<file path="src/rtl/rv_pkg.sv">
// Shared encodings for the rv_pipe_core pipeline: opcodes, function fields,
// control enums, the decoded-control bundle and immediate extraction.
package rv_pkg;

    localparam logic [6:0] OP_R   = 7'b0110011;
    localparam logic [6:0] OP_I   = 7'b0010011;
    localparam logic [6:0] OP_LW  = 7'b0000011;
    localparam logic [6:0] OP_SW  = 7'b0100011;
    localparam logic [6:0] OP_BR  = 7'b1100011;
    localparam logic [6:0] OP_JAL = 7'b1101111;

    localparam logic [2:0] F3_ADD_SUB = 3'b000;
    localparam logic [2:0] F3_SLT     = 3'b010;
    localparam logic [2:0] F3_OR      = 3'b110;
    localparam logic [2:0] F3_AND     = 3'b111;
    localparam logic [2:0] F3_LW_SW   = 3'b010;
    localparam logic [2:0] F3_BEQ     = 3'b000;
    localparam logic [2:0] F3_BNE     = 3'b001;
    localparam logic [2:0] F3_BLT     = 3'b100;
    localparam logic [2:0] F3_BGE     = 3'b101;

    localparam logic [6:0] F7_BASE = 7'b0000000;
    localparam logic [6:0] F7_SUB  = 7'b0100000;

    typedef enum logic [2:0] {
        ALU_ADD = 3'd0,
        ALU_SUB = 3'd1,
        ALU_AND = 3'd2,
        ALU_OR  = 3'd3,
        ALU_SLT = 3'd4
    } alu_ctrl_e;

    typedef enum logic [1:0] {
        IMM_I = 2'd0,
        IMM_S = 2'd1,
        IMM_B = 2'd2,
        IMM_J = 2'd3
    } imm_src_e;

    typedef enum logic [1:0] {
        RES_ALU = 2'd0,
        RES_MEM = 2'd1,
        RES_PC4 = 2'd2
    } result_src_e;

    typedef struct packed {
        logic        reg_write;
        result_src_e result_src;
        logic        mem_write;
        logic        jump;
        logic        branch;
        logic        alu_src;
        alu_ctrl_e   alu_ctrl;
        imm_src_e    imm_src;
        logic        use_rs1;
        logic        use_rs2;
    } ctrl_t;

    localparam ctrl_t CTRL_NOP = '{
        reg_write:  1'b0,
        result_src: RES_ALU,
        mem_write:  1'b0,
        jump:       1'b0,
        branch:     1'b0,
        alu_src:    1'b0,
        alu_ctrl:   ALU_ADD,
        imm_src:    IMM_I,
        use_rs1:    1'b0,
        use_rs2:    1'b0
    };

    function automatic logic [31:0] imm_ext(input logic [31:0] instr, input imm_src_e src);
        logic [31:0] imm;
        case (src)
            IMM_I:   imm = {{20{instr[31]}}, instr[31:20]};
            IMM_S:   imm = {{20{instr[31]}}, instr[31:25], instr[11:7]};
            IMM_B:   imm = {{20{instr[31]}}, instr[7], instr[30:25], instr[11:8], 1'b0};
            IMM_J:   imm = {{12{instr[31]}}, instr[19:12], instr[20], instr[30:21], 1'b0};
            default: imm = 32'h0000_0000;
        endcase
        return imm;
    endfunction

endpackage

</file>
<file path="src/rtl/rv_regfile.sv">
// 32x32 register file: two combinational read ports, one write port,
// x0 fixed at zero, write-first bypass so a W-stage write is visible in D.
module rv_regfile
    import rv_pkg::*;
(
    input  logic        clk,
    input  logic        reset,
    input  logic [4:0]  ra1,
    input  logic [4:0]  ra2,
    input  logic        we,
    input  logic [4:0]  wa,
    input  logic [31:0] wd,
    output logic [31:0] rd1,
    output logic [31:0] rd2
);

    logic [31:0] regs_r [0:31];

    // Register storage; entry 0 is never written.
    always_ff @(posedge clk) begin
        if (!reset) begin
            for (int i = 0; i < 32; i++) begin
                regs_r[i] <= 32'h0000_0000;
            end
        end else if (we && (wa != 5'd0)) begin
            regs_r[wa] <= wd;
        end
    end

    // Read port 1 with same-cycle write bypass.
    always_comb begin
        if (ra1 == 5'd0) begin
            rd1 = 32'h0000_0000;
        end else if (we && (wa == ra1)) begin
            rd1 = wd;
        end else begin
            rd1 = regs_r[ra1];
        end
    end

    // Read port 2 with same-cycle write bypass.
    always_comb begin
        if (ra2 == 5'd0) begin
            rd2 = 32'h0000_0000;
        end else if (we && (wa == ra2)) begin
            rd2 = wd;
        end else begin
            rd2 = regs_r[ra2];
        end
    end

endmodule

</file>
<file path="src/rtl/rv_pipe_core.sv">
// Five-stage in-order RV32I-subset pipeline (F/D/E/M/W) with M-over-W
// forwarding, one-cycle load-use stall and branch/jal resolution in E.
module rv_pipe_core
    import rv_pkg::*;
#(
    parameter logic [31:0] RESET_PC = 32'h0000_0000
) (
    input  logic        clk,
    input  logic        reset,
    input  logic [31:0] InstrF,
    input  logic [31:0] ReadData,
    output logic        MemWrite,
    output logic [31:0] ALUResult,
    output logic [31:0] WriteData,
    output logic [31:0] PCF
);

    logic [31:0] pc_f_r;
    logic [31:0] instr_d_r, pc_d_r;
    logic [6:0]  opcode_d_s, funct7_d_s;
    logic [2:0]  funct3_d_s;
    logic [4:0]  rd_d_s, rs1_d_s, rs2_d_s;
    ctrl_t       ctrl_d_s;
    alu_ctrl_e   alu_f3_s;
    logic        alu_f3_ok_s;
    logic [31:0] imm_d_s, rd1_d_s, rd2_d_s;

    logic        reg_write_e_r, mem_write_e_r, jump_e_r, branch_e_r, alu_src_e_r;
    result_src_e result_src_e_r;
    alu_ctrl_e   alu_ctrl_e_r;
    logic [2:0]  funct3_e_r;
    logic [31:0] rd1_e_r, rd2_e_r, pc_e_r, imm_e_r;
    logic [4:0]  rs1_e_r, rs2_e_r, rd_e_r;
    logic [31:0] src_a_s, fwd_b_s, src_b_s, alu_out_s, ex_result_s, pc_target_s;
    logic        lt_s, take_s, pc_src_s;

    logic        reg_write_m_r, mem_write_m_r;
    result_src_e result_src_m_r;
    logic [31:0] alu_result_m_r, write_data_m_r;
    logic [4:0]  rd_m_r;

    logic        reg_write_w_r;
    result_src_e result_src_w_r;
    logic [31:0] alu_result_w_r, read_data_w_r, result_w_s;
    logic [4:0]  rd_w_r;

    logic        lw_stall_s, flush_d_s, flush_e_s;

    // Fetch: a redirect from E outranks the load-use hold.
    always_ff @(posedge clk) begin
        if (!reset) begin
            pc_f_r <= RESET_PC;
        end else if (pc_src_s) begin
            pc_f_r <= pc_target_s;
        end else if (!lw_stall_s) begin
            pc_f_r <= pc_f_r + 32'd4;
        end
    end

    // F/D register; an all-zero word decodes as a bubble.
    always_ff @(posedge clk) begin
        if (!reset || flush_d_s) begin
            instr_d_r <= 32'h0000_0000;
            pc_d_r    <= 32'h0000_0000;
        end else if (!lw_stall_s) begin
            instr_d_r <= InstrF;
            pc_d_r    <= pc_f_r;
        end
    end

    assign opcode_d_s = instr_d_r[6:0];
    assign rd_d_s     = instr_d_r[11:7];
    assign funct3_d_s = instr_d_r[14:12];
    assign funct7_d_s = instr_d_r[31:25];
    // Unused source fields read as x0 so they never trigger forwarding or stalls.
    assign rs1_d_s    = ctrl_d_s.use_rs1 ? instr_d_r[19:15] : 5'd0;
    assign rs2_d_s    = ctrl_d_s.use_rs2 ? instr_d_r[24:20] : 5'd0;
    assign imm_d_s    = imm_ext(instr_d_r, ctrl_d_s.imm_src);

    // ALU operation shared by R- and I-type arithmetic.
    always_comb begin
        alu_f3_s    = ALU_ADD;
        alu_f3_ok_s = 1'b1;
        case (funct3_d_s)
            F3_ADD_SUB: alu_f3_s = ALU_ADD;
            F3_SLT:     alu_f3_s = ALU_SLT;
            F3_OR:      alu_f3_s = ALU_OR;
            F3_AND:     alu_f3_s = ALU_AND;
            default:    alu_f3_ok_s = 1'b0;
        endcase
    end

    // Main control decode; anything unrecognised stays a NOP.
    always_comb begin
        ctrl_d_s = CTRL_NOP;
        case (opcode_d_s)
            OP_R: begin
                if ((funct7_d_s == F7_SUB) && (funct3_d_s == F3_ADD_SUB)) begin
                    ctrl_d_s.reg_write = 1'b1;
                    ctrl_d_s.alu_ctrl  = ALU_SUB;
                    ctrl_d_s.use_rs1   = 1'b1;
                    ctrl_d_s.use_rs2   = 1'b1;
                end else if ((funct7_d_s == F7_BASE) && alu_f3_ok_s) begin
                    ctrl_d_s.reg_write = 1'b1;
                    ctrl_d_s.alu_ctrl  = alu_f3_s;
                    ctrl_d_s.use_rs1   = 1'b1;
                    ctrl_d_s.use_rs2   = 1'b1;
                end else begin
                    ctrl_d_s = CTRL_NOP;
                end
            end
            OP_I: begin
                if (alu_f3_ok_s) begin
                    ctrl_d_s.reg_write = 1'b1;
                    ctrl_d_s.alu_src   = 1'b1;
                    ctrl_d_s.alu_ctrl  = alu_f3_s;
                    ctrl_d_s.use_rs1   = 1'b1;
                end else begin
                    ctrl_d_s = CTRL_NOP;
                end
            end
            OP_LW: begin
                if (funct3_d_s == F3_LW_SW) begin
                    ctrl_d_s.reg_write  = 1'b1;
                    ctrl_d_s.result_src = RES_MEM;
                    ctrl_d_s.alu_src    = 1'b1;
                    ctrl_d_s.use_rs1    = 1'b1;
                end else begin
                    ctrl_d_s = CTRL_NOP;
                end
            end
            OP_SW: begin
                if (funct3_d_s == F3_LW_SW) begin
                    ctrl_d_s.mem_write = 1'b1;
                    ctrl_d_s.alu_src   = 1'b1;
                    ctrl_d_s.imm_src   = IMM_S;
                    ctrl_d_s.use_rs1   = 1'b1;
                    ctrl_d_s.use_rs2   = 1'b1;
                end else begin
                    ctrl_d_s = CTRL_NOP;
                end
            end
            OP_BR: begin
                // beq/bne/blt/bge are exactly the funct3 codes with bit 1 clear.
                if (funct3_d_s[1] == 1'b0) begin
                    ctrl_d_s.branch  = 1'b1;
                    ctrl_d_s.imm_src = IMM_B;
                    ctrl_d_s.use_rs1 = 1'b1;
                    ctrl_d_s.use_rs2 = 1'b1;
                end else begin
                    ctrl_d_s = CTRL_NOP;
                end
            end
            OP_JAL: begin
                ctrl_d_s.reg_write  = 1'b1;
                ctrl_d_s.result_src = RES_PC4;
                ctrl_d_s.jump       = 1'b1;
                ctrl_d_s.imm_src    = IMM_J;
            end
            default: ctrl_d_s = CTRL_NOP;
        endcase
    end

    rv_regfile u_regfile (
        .clk   (clk),
        .reset (reset),
        .ra1   (rs1_d_s),
        .ra2   (rs2_d_s),
        .we    (reg_write_w_r),
        .wa    (rd_w_r),
        .wd    (result_w_s),
        .rd1   (rd1_d_s),
        .rd2   (rd2_d_s)
    );

    // D/E register; cleared to a bubble on reset, redirect or load-use.
    always_ff @(posedge clk) begin
        if (!reset || flush_e_s) begin
            reg_write_e_r  <= 1'b0;
            result_src_e_r <= RES_ALU;
            mem_write_e_r  <= 1'b0;
            jump_e_r       <= 1'b0;
            branch_e_r     <= 1'b0;
            alu_src_e_r    <= 1'b0;
            alu_ctrl_e_r   <= ALU_ADD;
            funct3_e_r     <= 3'b000;
            rd1_e_r        <= 32'h0000_0000;
            rd2_e_r        <= 32'h0000_0000;
            pc_e_r         <= 32'h0000_0000;
            imm_e_r        <= 32'h0000_0000;
            rs1_e_r        <= 5'd0;
            rs2_e_r        <= 5'd0;
            rd_e_r         <= 5'd0;
        end else begin
            reg_write_e_r  <= ctrl_d_s.reg_write;
            result_src_e_r <= ctrl_d_s.result_src;
            mem_write_e_r  <= ctrl_d_s.mem_write;
            jump_e_r       <= ctrl_d_s.jump;
            branch_e_r     <= ctrl_d_s.branch;
            alu_src_e_r    <= ctrl_d_s.alu_src;
            alu_ctrl_e_r   <= ctrl_d_s.alu_ctrl;
            funct3_e_r     <= funct3_d_s;
            rd1_e_r        <= rd1_d_s;
            rd2_e_r        <= rd2_d_s;
            pc_e_r         <= pc_d_r;
            imm_e_r        <= imm_d_s;
            rs1_e_r        <= rs1_d_s;
            rs2_e_r        <= rs2_d_s;
            rd_e_r         <= rd_d_s;
        end
    end

    // Operand forwarding, M stage before W stage.
    always_comb begin
        if (reg_write_m_r && (rd_m_r != 5'd0) && (rd_m_r == rs1_e_r)) begin
            src_a_s = alu_result_m_r;
        end else if (reg_write_w_r && (rd_w_r != 5'd0) && (rd_w_r == rs1_e_r)) begin
            src_a_s = result_w_s;
        end else begin
            src_a_s = rd1_e_r;
        end
        if (reg_write_m_r && (rd_m_r != 5'd0) && (rd_m_r == rs2_e_r)) begin
            fwd_b_s = alu_result_m_r;
        end else if (reg_write_w_r && (rd_w_r != 5'd0) && (rd_w_r == rs2_e_r)) begin
            fwd_b_s = result_w_s;
        end else begin
            fwd_b_s = rd2_e_r;
        end
    end

    assign src_b_s = alu_src_e_r ? imm_e_r : fwd_b_s;
    assign lt_s    = $signed(src_a_s) < $signed(fwd_b_s);

    // ALU and branch condition.
    always_comb begin
        case (alu_ctrl_e_r)
            ALU_ADD: alu_out_s = src_a_s + src_b_s;
            ALU_SUB: alu_out_s = src_a_s - src_b_s;
            ALU_AND: alu_out_s = src_a_s & src_b_s;
            ALU_OR:  alu_out_s = src_a_s | src_b_s;
            ALU_SLT: alu_out_s = {31'h0000_0000, $signed(src_a_s) < $signed(src_b_s)};
            default: alu_out_s = src_a_s + src_b_s;
        endcase
        case (funct3_e_r)
            F3_BEQ:  take_s = (src_a_s == fwd_b_s);
            F3_BNE:  take_s = (src_a_s != fwd_b_s);
            F3_BLT:  take_s = lt_s;
            F3_BGE:  take_s = !lt_s;
            default: take_s = 1'b0;
        endcase
    end

    assign pc_target_s = pc_e_r + imm_e_r;
    assign pc_src_s    = jump_e_r | (branch_e_r & take_s);
    // jal's link value rides the ALU-result path so M-stage forwarding sees it.
    assign ex_result_s = (result_src_e_r == RES_PC4) ? (pc_e_r + 32'd4) : alu_out_s;

    // E/M register.
    always_ff @(posedge clk) begin
        if (!reset) begin
            reg_write_m_r  <= 1'b0;
            result_src_m_r <= RES_ALU;
            mem_write_m_r  <= 1'b0;
            alu_result_m_r <= 32'h0000_0000;
            write_data_m_r <= 32'h0000_0000;
            rd_m_r         <= 5'd0;
        end else begin
            reg_write_m_r  <= reg_write_e_r;
            result_src_m_r <= result_src_e_r;
            mem_write_m_r  <= mem_write_e_r;
            alu_result_m_r <= ex_result_s;
            write_data_m_r <= fwd_b_s;
            rd_m_r         <= rd_e_r;
        end
    end

    // M/W register.
    always_ff @(posedge clk) begin
        if (!reset) begin
            reg_write_w_r  <= 1'b0;
            result_src_w_r <= RES_ALU;
            alu_result_w_r <= 32'h0000_0000;
            read_data_w_r  <= 32'h0000_0000;
            rd_w_r         <= 5'd0;
        end else begin
            reg_write_w_r  <= reg_write_m_r;
            result_src_w_r <= result_src_m_r;
            alu_result_w_r <= alu_result_m_r;
            read_data_w_r  <= ReadData;
            rd_w_r         <= rd_m_r;
        end
    end

    assign result_w_s = (result_src_w_r == RES_MEM) ? read_data_w_r : alu_result_w_r;

    // Load-use detection against the D-stage sources.
    always_comb begin
        if ((result_src_e_r == RES_MEM) && reg_write_e_r && (rd_e_r != 5'd0)) begin
            lw_stall_s = (rd_e_r == rs1_d_s) || (rd_e_r == rs2_d_s);
        end else begin
            lw_stall_s = 1'b0;
        end
    end

    assign flush_d_s = pc_src_s;
    assign flush_e_s = pc_src_s | lw_stall_s;

    assign PCF       = pc_f_r;
    assign ALUResult = alu_result_m_r;
    assign WriteData = write_data_m_r;
    // Store strobe is suppressed for the whole time reset is held.
    assign MemWrite  = mem_write_m_r & reset;

endmodule

</file>
<file path="config.mk">
export PLATFORM = sky130hd
export DESIGN_NAME = rv_pipe_core
export DESIGN_NICKNAME = d
export VERILOG_FILES = /design/src/rtl/rv_pkg.sv /design/src/rtl/rv_regfile.sv /design/src/rtl/rv_pipe_core.sv
export SDC_FILE = /design/constraint.sdc
export NUM_CORES = 2
export LEC_CHECK = 0
export CAP_MARGIN = 30
export CORE_UTILIZATION = 57
export DETAILED_ROUTE_END_ITERATION = 16
export PLACE_DENSITY = 0.85
export REMOVE_ABC_BUFFERS = 1
export SLEW_MARGIN = 20
export SYNTH_ARGS = -nofsm -noshare
export SYNTH_HDL_FRONTEND = slang
export SYNTH_HIERARCHICAL = 1
export SYNTH_SLANG_ARGS = --single-unit
</file>
<file path="constraint.sdc">
create_clock -name clk -period 4.69 [get_ports clk]
set_input_delay 1.407 -clock clk [delete_from_list [all_inputs] [get_ports clk]]
set_output_delay 1.407 -clock clk [all_outputs]
set_load 0.01 [all_outputs]
</file>
== After elaboration in Yosys (flattened, before gate mapping) ==
Memory sizes are Yosys's and may differ from the RTL's. A register that Yosys moved wholly into a read port is not among the register bits.
Index checks and enable logic that the tools add are counted.

* Bits in registers: 333
* Memory bits (writable): 1024
* Bits of input ports: 66
* Output and inout bits: 97
* Word-level logic and storage cells: 146
* Memories kept: 1

* $add $sub $neg: 5
* Magnitude comparators: 2
* Equality and inequality tests: 32
* Multiplexer cells: 42
* Bitwise logic cells: 7
* Reduce and logical (&&, ||, !) cells: 30

{| class="wikitable"
|+ Memory list
! memory !! depth !! width !! read ports !! clocked after Yosys merged registers in !! wr ports !! line !! source
|-
| u_regfile.regs_r || 32 || 32 || 2 || 2 || 32 || rv_regfile.sv:17 || <nowiki>logic [31:0] regs_r [0:31];</nowiki>
|}

{| class="wikitable"
|+ Operators with widths
! kind !! number
|-
| 32-bit two-way mux || 10
|-
| 32-bit one-hot mux with 4 select lines || 2
|-
| 32-bit by 3-bit adder with 32-bit output (second input constant) || 2
|-
| 32-bit adder || 2
|-
| 32-bit < comparator || 2
|-
| 32-bit bitwise AND || 1
|-
| 32-bit equality test || 1
|-
| 32-bit != test || 1
|-
| 32-bit OR || 1
|-
| 32-bit OR reduction || 1
|-
| 32-bit subtractor || 1
|-
| 5-bit equality test || 6
|-
| 7-bit by 6-bit equality test with 1-bit output (second input constant) || 3
|-
| 5-bit one-hot mux with 4 select lines || 1
|-
| 3-bit equality test (second input constant) || 5
|-
| 5-bit two-way mux || 3
|-
| 5-bit nonzero test || 3
|-
| 7-bit equality test (second input constant) || 2
|-
| 1-bit two-way mux || 13
|-
| 3-bit two-way mux || 4
|-
| 3-bit one-hot mux with 4 select lines || 1
|-
| 1-bit logical AND || 10
|-
| 5-bit logical NOT || 2
|-
| 2-bit one-hot mux with 5 select lines || 1
|-
| 22 further kinds || 40
|}

== Depth between registers and ports, before layout ==
* Depth after elaboration: 14
* Depth in mapped cells: 20
* Depth with buffers taken out: 19

== By module ==
Netlist, hierarchy kept.

{| class="wikitable"
|+ Modules (own cells, without submodules)
! module !! instances !! cells each !! area an instance (µm²) !! sequential area each (µm²)
|-
| rv_regfile || 1 || 3714 || 54586.1 || 30749.5
|-
| rv_pipe_core || 1 || 2696 || 22057.4 || 7727.4
|}

== Worst setup path after synthesis ==
No wires, ideal clock.

* Kind: register -> register
* From: register rd_w_r[1]
* To: register alu_result_m_r[31] (netlist: ALUResult[31])
* Setup time: 0.074 ns
* Arrival: 4.942 ns
* Data required time: 4.616 ns
* Path slack: -0.326 ns
* Cell stages (with the launch flop): 21
* Buffers on the path: 2
* Period minus slack after synthesis: 5.016 ns
* Cells stage by stage: dfxtp_1 or4_1 o21ai_0 nor4_1 clkbuf_1 nand2_1 o21ai_0 o21ai_0 mux2_2 ha_1 buf_2 a2111oi_0 o21ai_0 a21oi_1 o21ai_0 a211oi_2 a21oi_1 a211o_1 a31o_2 or3_1 a31oi_1

* Longest elaborated chain between the ends: 9
* Elaborated cells between the ends (all ways): 17
* Classes of those cells: add/sub: 2; eq/ne: 2; mux: 7; bitwise: 2; reduce/logical: 4

{| class="wikitable"
|+ RTL lines
! element !! line !! source
|-
| from (decl) || rv_pipe_core.sv:45 || <nowiki>logic [4:0] rd_w_r;</nowiki>
|-
| from (signal assigned) || rv_pipe_core.sv:290 || <nowiki>rd_w_r <= rd_m_r;</nowiki>
|-
| 5-bit nonzero test || rv_pipe_core.sv:217, rv_pipe_core.sv:224 ||
|-
| 1-bit logical AND || rv_pipe_core.sv:217, rv_pipe_core.sv:224 ||
|-
| 1-bit logical AND || rv_pipe_core.sv:224 || <nowiki>end else if (reg_write_w_r && (rd_w_r != 5'd0) && (rd_w_r == rs2_e_r)) begin</nowiki>
|-
| 32-bit two-way mux || rv_pipe_core.sv:224 ||
|-
| 32-bit two-way mux || rv_pipe_core.sv:222 || <nowiki>if (reg_write_m_r && (rd_m_r != 5'd0) && (rd_m_r == rs2_e_r)) begin</nowiki>
|-
| 32-bit two-way mux || rv_pipe_core.sv:231 || <nowiki>assign src_b_s = alu_src_e_r ? imm_e_r : fwd_b_s;</nowiki>
|-
| 32-bit adder, or another cell as far along || rv_pipe_core.sv:237, rv_pipe_core.sv:242 ||
|-
| 32-bit one-hot mux with 4 select lines (*) || rv_pipe_core.sv:236 || <nowiki>case (alu_ctrl_e_r)</nowiki>
|-
| 32-bit two-way mux (*) || rv_pipe_core.sv:256 || <nowiki>assign ex_result_s = (result_src_e_r == RES_PC4) ? (pc_e_r + 32'd4) : alu_out_s;</nowiki>
|-
| to (signal assigned) || rv_pipe_core.sv:271 || <nowiki>alu_result_m_r <= ex_result_s;</nowiki>
|-
| to (decl) || rv_pipe_core.sv:39 || <nowiki>logic [31:0] alu_result_m_r, write_data_m_r;</nowiki>
|}

Every way passes the cells marked *; elsewhere a longest branch is shown, timed or not.
A chain may end at the register's enable or synchronous reset.

== Worst setup path in the final report ==
* From: register rd_w_r[3]
* To: register alu_result_m_r[29] (netlist: ALUResult[29])

The elaborated chain is that of the path after synthesis.

==> impl_metrics.json <==
{
  "synth_cells": 6410,
  "synth-edff-count": 1024,
  "slew_violations": 0,
  "grt-ovfl-total": 0,
  "ys.flop_type": "edfxtp_1",
  "p_clk_frac": 0.434,
  "yosysTopAreaCellShare": 0.401,
  "yosysMostFrequentCell": "and2_1",
  "drive_gt1_frac": 0.233,
  "setup_tns_ns": -10.51,
  "setup_ws_ns": -0.217,
  "grtUsageTotal": 0.387,
  "worstRegToRegCells": 22,
  "worst_pin_slew_ns": 1.08,
  "drc": 0,
  "worstSetupEndpointType": "register",
  "drtIter0Drc": 9866,
  "ys_warn_count": 6,
  "seqCellArea_mm2": 0.0385,
  "vias": 60900,
  "hp-start": "result_src_m_r[1]",
  "gp_congestion": 1.01,
  "powerDensity_mw_per_mm2": 299,
  "grt_max_degree": 80,
  "ioPinCount": 163,
  "p_sw_frac": 0.224,
  "fmax_ghz": 0.204,
  "reg2reg_from": "rd_w_r[3]",
  "final_hold_viol_count": 0,
  "ys_ff_latch": 1410,
  "syn_avg_cell_area_um2": 12.0,
  "p_leak_nw": 32.6,
  "skew_ns": 0.0321,
  "ant_nets": 0,
  "die-area_mm2": 0.136,
  "worstSetupPathType": "reg -> reg",
  "synth_area_mm2": 0.0766,
  "worstSetupStartpointType": "register",
  "comb_power_share": 0.048,
  "power_switching_mw": 6.05,
  "min_period_over_period": 1.05,
  "seq_area_frac_synth": 0.502,
  "row_count": 134,
  "firstDrtPassIters": 9,
  "setup_violations": 154,
  "clock_path_buffers": 3,
  "p_int_mw": 21.0,
  "routed_wl_um": 270000,
  "whs_path_depth": 1,
  "vias_per_cell": 6.98,
  "slew_headroom": 0.281,
  "multi_input_area_mm2": 0.0368,
  "h-tree-depth": 4,
  "yosys.area.top_type": "edfxtp_1",
  "ir_drop_v": 0.000401,
  "wl_per_cell_um": 30.9,
  "antenna_found_initial": 15,
  "hpwl_um": 181000,
  "fill_cells": 8929,
  "numCtsBuffers": 144,
  "die-width_um": 369,
  "dpl_worst_slack_ns": -0.302,
  "crit_arrival_ns": 5.57,
  "numPortBuffers": 162,
  "holdCritPathClass": "reg -> reg",
  "cts.sinks": 1410,
  "violations": "setup timing",
  "cts_tree": "yes",
  "rr_endpoint": "ALUResult[29]",
  "coreArea_mm2": 0.133,
  "yosys-top-cells-area": "edfxtp_1 (40%), mux4_2 (12%), dfxtp_1 (10%)",
  "period_needed_ns": 4.91,
  "required_ns": 5.35,
  "whs_endpoint": "result_src_w_r[1]",
  "final_net_count": 7077,
  "path_clk_slew_ns": 0.06,
  "synth_cell_types": 97,
  "rsz0062_at_grt": "true",
  "async_reset_ff_frac": 0,
  "seqPwrFrac": 0.518,
  "drv_cap": 0,
  "synth_common_cells": "and2_1 (1201), edfxtp_1 (1024), mux4_2 (411)",
  "outcome": "finished with violations",
  "rrSetupSlack_ns": -0.22,
  "cp_max_fo": 7,
  "grt_pass1_vias": 59900,
  "start_util": 0.574,
  "syn2layout_area_growth_pct": 18.1,
  "insertion_delay_ns": 0.80,
  "die_h_um": 369,
  "grt_pass1_wl_um": 387000,
  "cts.root.buffer_cell": "clkbuf_16"
}
-- cells by family after synthesis --
logic type | Yosys count | synth area share
muxes | 722 | 0.163
other | 1 | 0.0000489
buffers and inverters | 723 | 0.0391
and+or+nand+nor | 2098 | 0.153
DFF | 1410 | 0.502
adders and majority gates | 164 | 0.0271
AOI/OAI and AO/OA | 1174 | 0.102
xor gates and xnor gates | 118 | 0.0137
-- critical path, stage by stage (launching register included) --
cell	delay, ns
dfxtp_1	0.31
or4_1	0.51
o21ai_1	0.14
buf_4	0.13
nor4_4	0.04
buf_4	0.18
clkbuf_16	0.18
o21ai_2	0.12
o21ai_1	0.07
buf_4	0.14
mux2_2	0.30
ha_4	0.28
buf_4	0.16
nor2_1	0.07
o31ai_1	0.39
a311oi_2	0.21
o311a_1	0.41
nor2_4	0.16
o31ai_2	0.08
buf_4	0.15
a2111oi_4	0.35
nor3_1	0.10
a2111oi_1	0.29
-- power by group through the flow --
stage / sequential, mW / combinational, mW / clock (mW)
2_1_floorplan: 14.1 / 0.672 / 0
3_3_place_gp: 14.2 / 1.17 / 0
3_5_place_dp: 14.2 / 1.20 / 0
4_1_cts: 14.0 / 1.23 / 11.7
5_1_grt: 14.0 / 1.33 / 12.2
6_report: 14.0 / 1.30 / 11.7
-- worst max-delay path by stage --
| stage | from | endpoint | slack, ns | cells past startpoint |
|---|---|---|---|---|
| after global routing | rd_w_r[3] | ALUResult[29] | -0.32 | 23 |
| after global placement | rd_w_r[4] | ALUResult[29] | -0.34 | 22 |
| final | rd_w_r[3] | ALUResult[29] | -0.22 | 22 |
| after CTS | rd_w_r[4] | PCF[31] | -0.04 | 22 |
| after detailed placement | rd_w_r[1] | ALUResult[29] | -0.30 | 24 |
| after floorplan | instr_d_r[13] | rd1_e_r[23] | -17.86 | 9 |
-- metal layers --
metal,part of all wire,track usage,vias to the layer above
met5,0.00053,0,-
met4,0.079,0.236,20
met3,0.14,0.120,1526
met2,0.46,0.619,5577
met1,0.32,0.457,29200
li1,-,-,24600
-- metrics by stage --
stage | hold WS [ns] | power, mW | cells | utilization | area [um2]
6_report | 0.431 | 27.0 | 8727 | 0.678 | 90500
5_1_grt | 0.464 | 27.5 | 8720 | 0.678 | 90500
4_1_cts | 0.432 | 26.9 | 8686 | 0.669 | 89200
3_5_place_dp | 0.419 | 15.4 | 8429 | 0.631 | 84200
3_3_place_gp | 0.415 | 15.3 | 8421 | 0.630 | 84100
2_1_floorplan | 0.412 | 14.8 | 5896 | - | 74400
-- cell type report --
type / count / share of cell area
antenna: 7 / 0.000194
clock buffer: 183 / 0.0436
clock inverter: 68 / 0.00835
inverter: 178 / 0.00744
multi-input combinational: 4308 / 0.407
sequential: 1410 / 0.425
tap: 1768 / 0.0244
timing repair buffer: 805 / 0.0842
-- flip-flops by register name (all words and copies together) (netlist names), 2 cells and up --
signal            cells
rd1_e_r              32
rd_e_r                5
u_regfile/regs_r   1024
rd_m_r                5
alu_result_w_r       32
rd2_e_r              32
WriteData            32
rs2_e_r               5
ALUResult            32
result_src_w_r        2
alu_ctrl_e_r          3
PCF                  32
rd_w_r                5
funct3_e_r            3
instr_d_r            32
read_data_w_r        32
rs1_e_r               5
pc_d_r               32
imm_e_r              21
result_src_m_r        2
result_src_e_r        2
pc_e_r               32
-- what timing repair did --
action / 4_1_cts / 5_1_grt
gates cloned: 1 / 6
pin swaps: 14 / 49
gates resized for setup: 53 / 197
hold buffers: 0 / 0
endpoints found under the setup margin: 195 / 260
setup buffers: 5 / 11
-- cells in the final DEF, fill, tap and decap left out, types with 25 or more instances in the layout --
cell type | synthesis | routed
nor3_1 | 43 | 41
nor2_2 | 0 | 38
mux2i_1 | 227 | 224
a221o_1 | 30 | 29
ha_1 | 161 | 135
nand2_1 | 324 | 323
nand4_1 | 37 | 37
o221ai_1 | 46 | 46
buf_12 | 0 | 61
edfxtp_1 | 1024 | 1024
o21ai_1 | 4 | 45
a21oi_1 | 317 | 311
a211oi_1 | 32 | 26
nand2b_1 | 30 | 27
mux2_2 | 84 | 71
inv_1 | 178 | 173
and2_1 | 1201 | 1197
a2111oi_0 | 35 | 30
nor2_1 | 256 | 209
o22ai_1 | 74 | 74
clkbuf_1 | 406 | 25
nand3_1 | 50 | 48
o21ai_0 | 218 | 121
o21ai_4 | 0 | 32
clkbuf_16 | 0 | 155
xnor2_1 | 65 | 61
buf_4 | 19 | 542
mux4_2 | 411 | 411
a21o_1 | 39 | 39
conb_1 | 1 | 32
a22o_1 | 62 | 62
dfxtp_1 | 386 | 385
a22oi_1 | 129 | 128
xor2_1 | 51 | 50
clkdlybuf4s50_1 | 0 | 161
(Power assumes the default switching activity.)
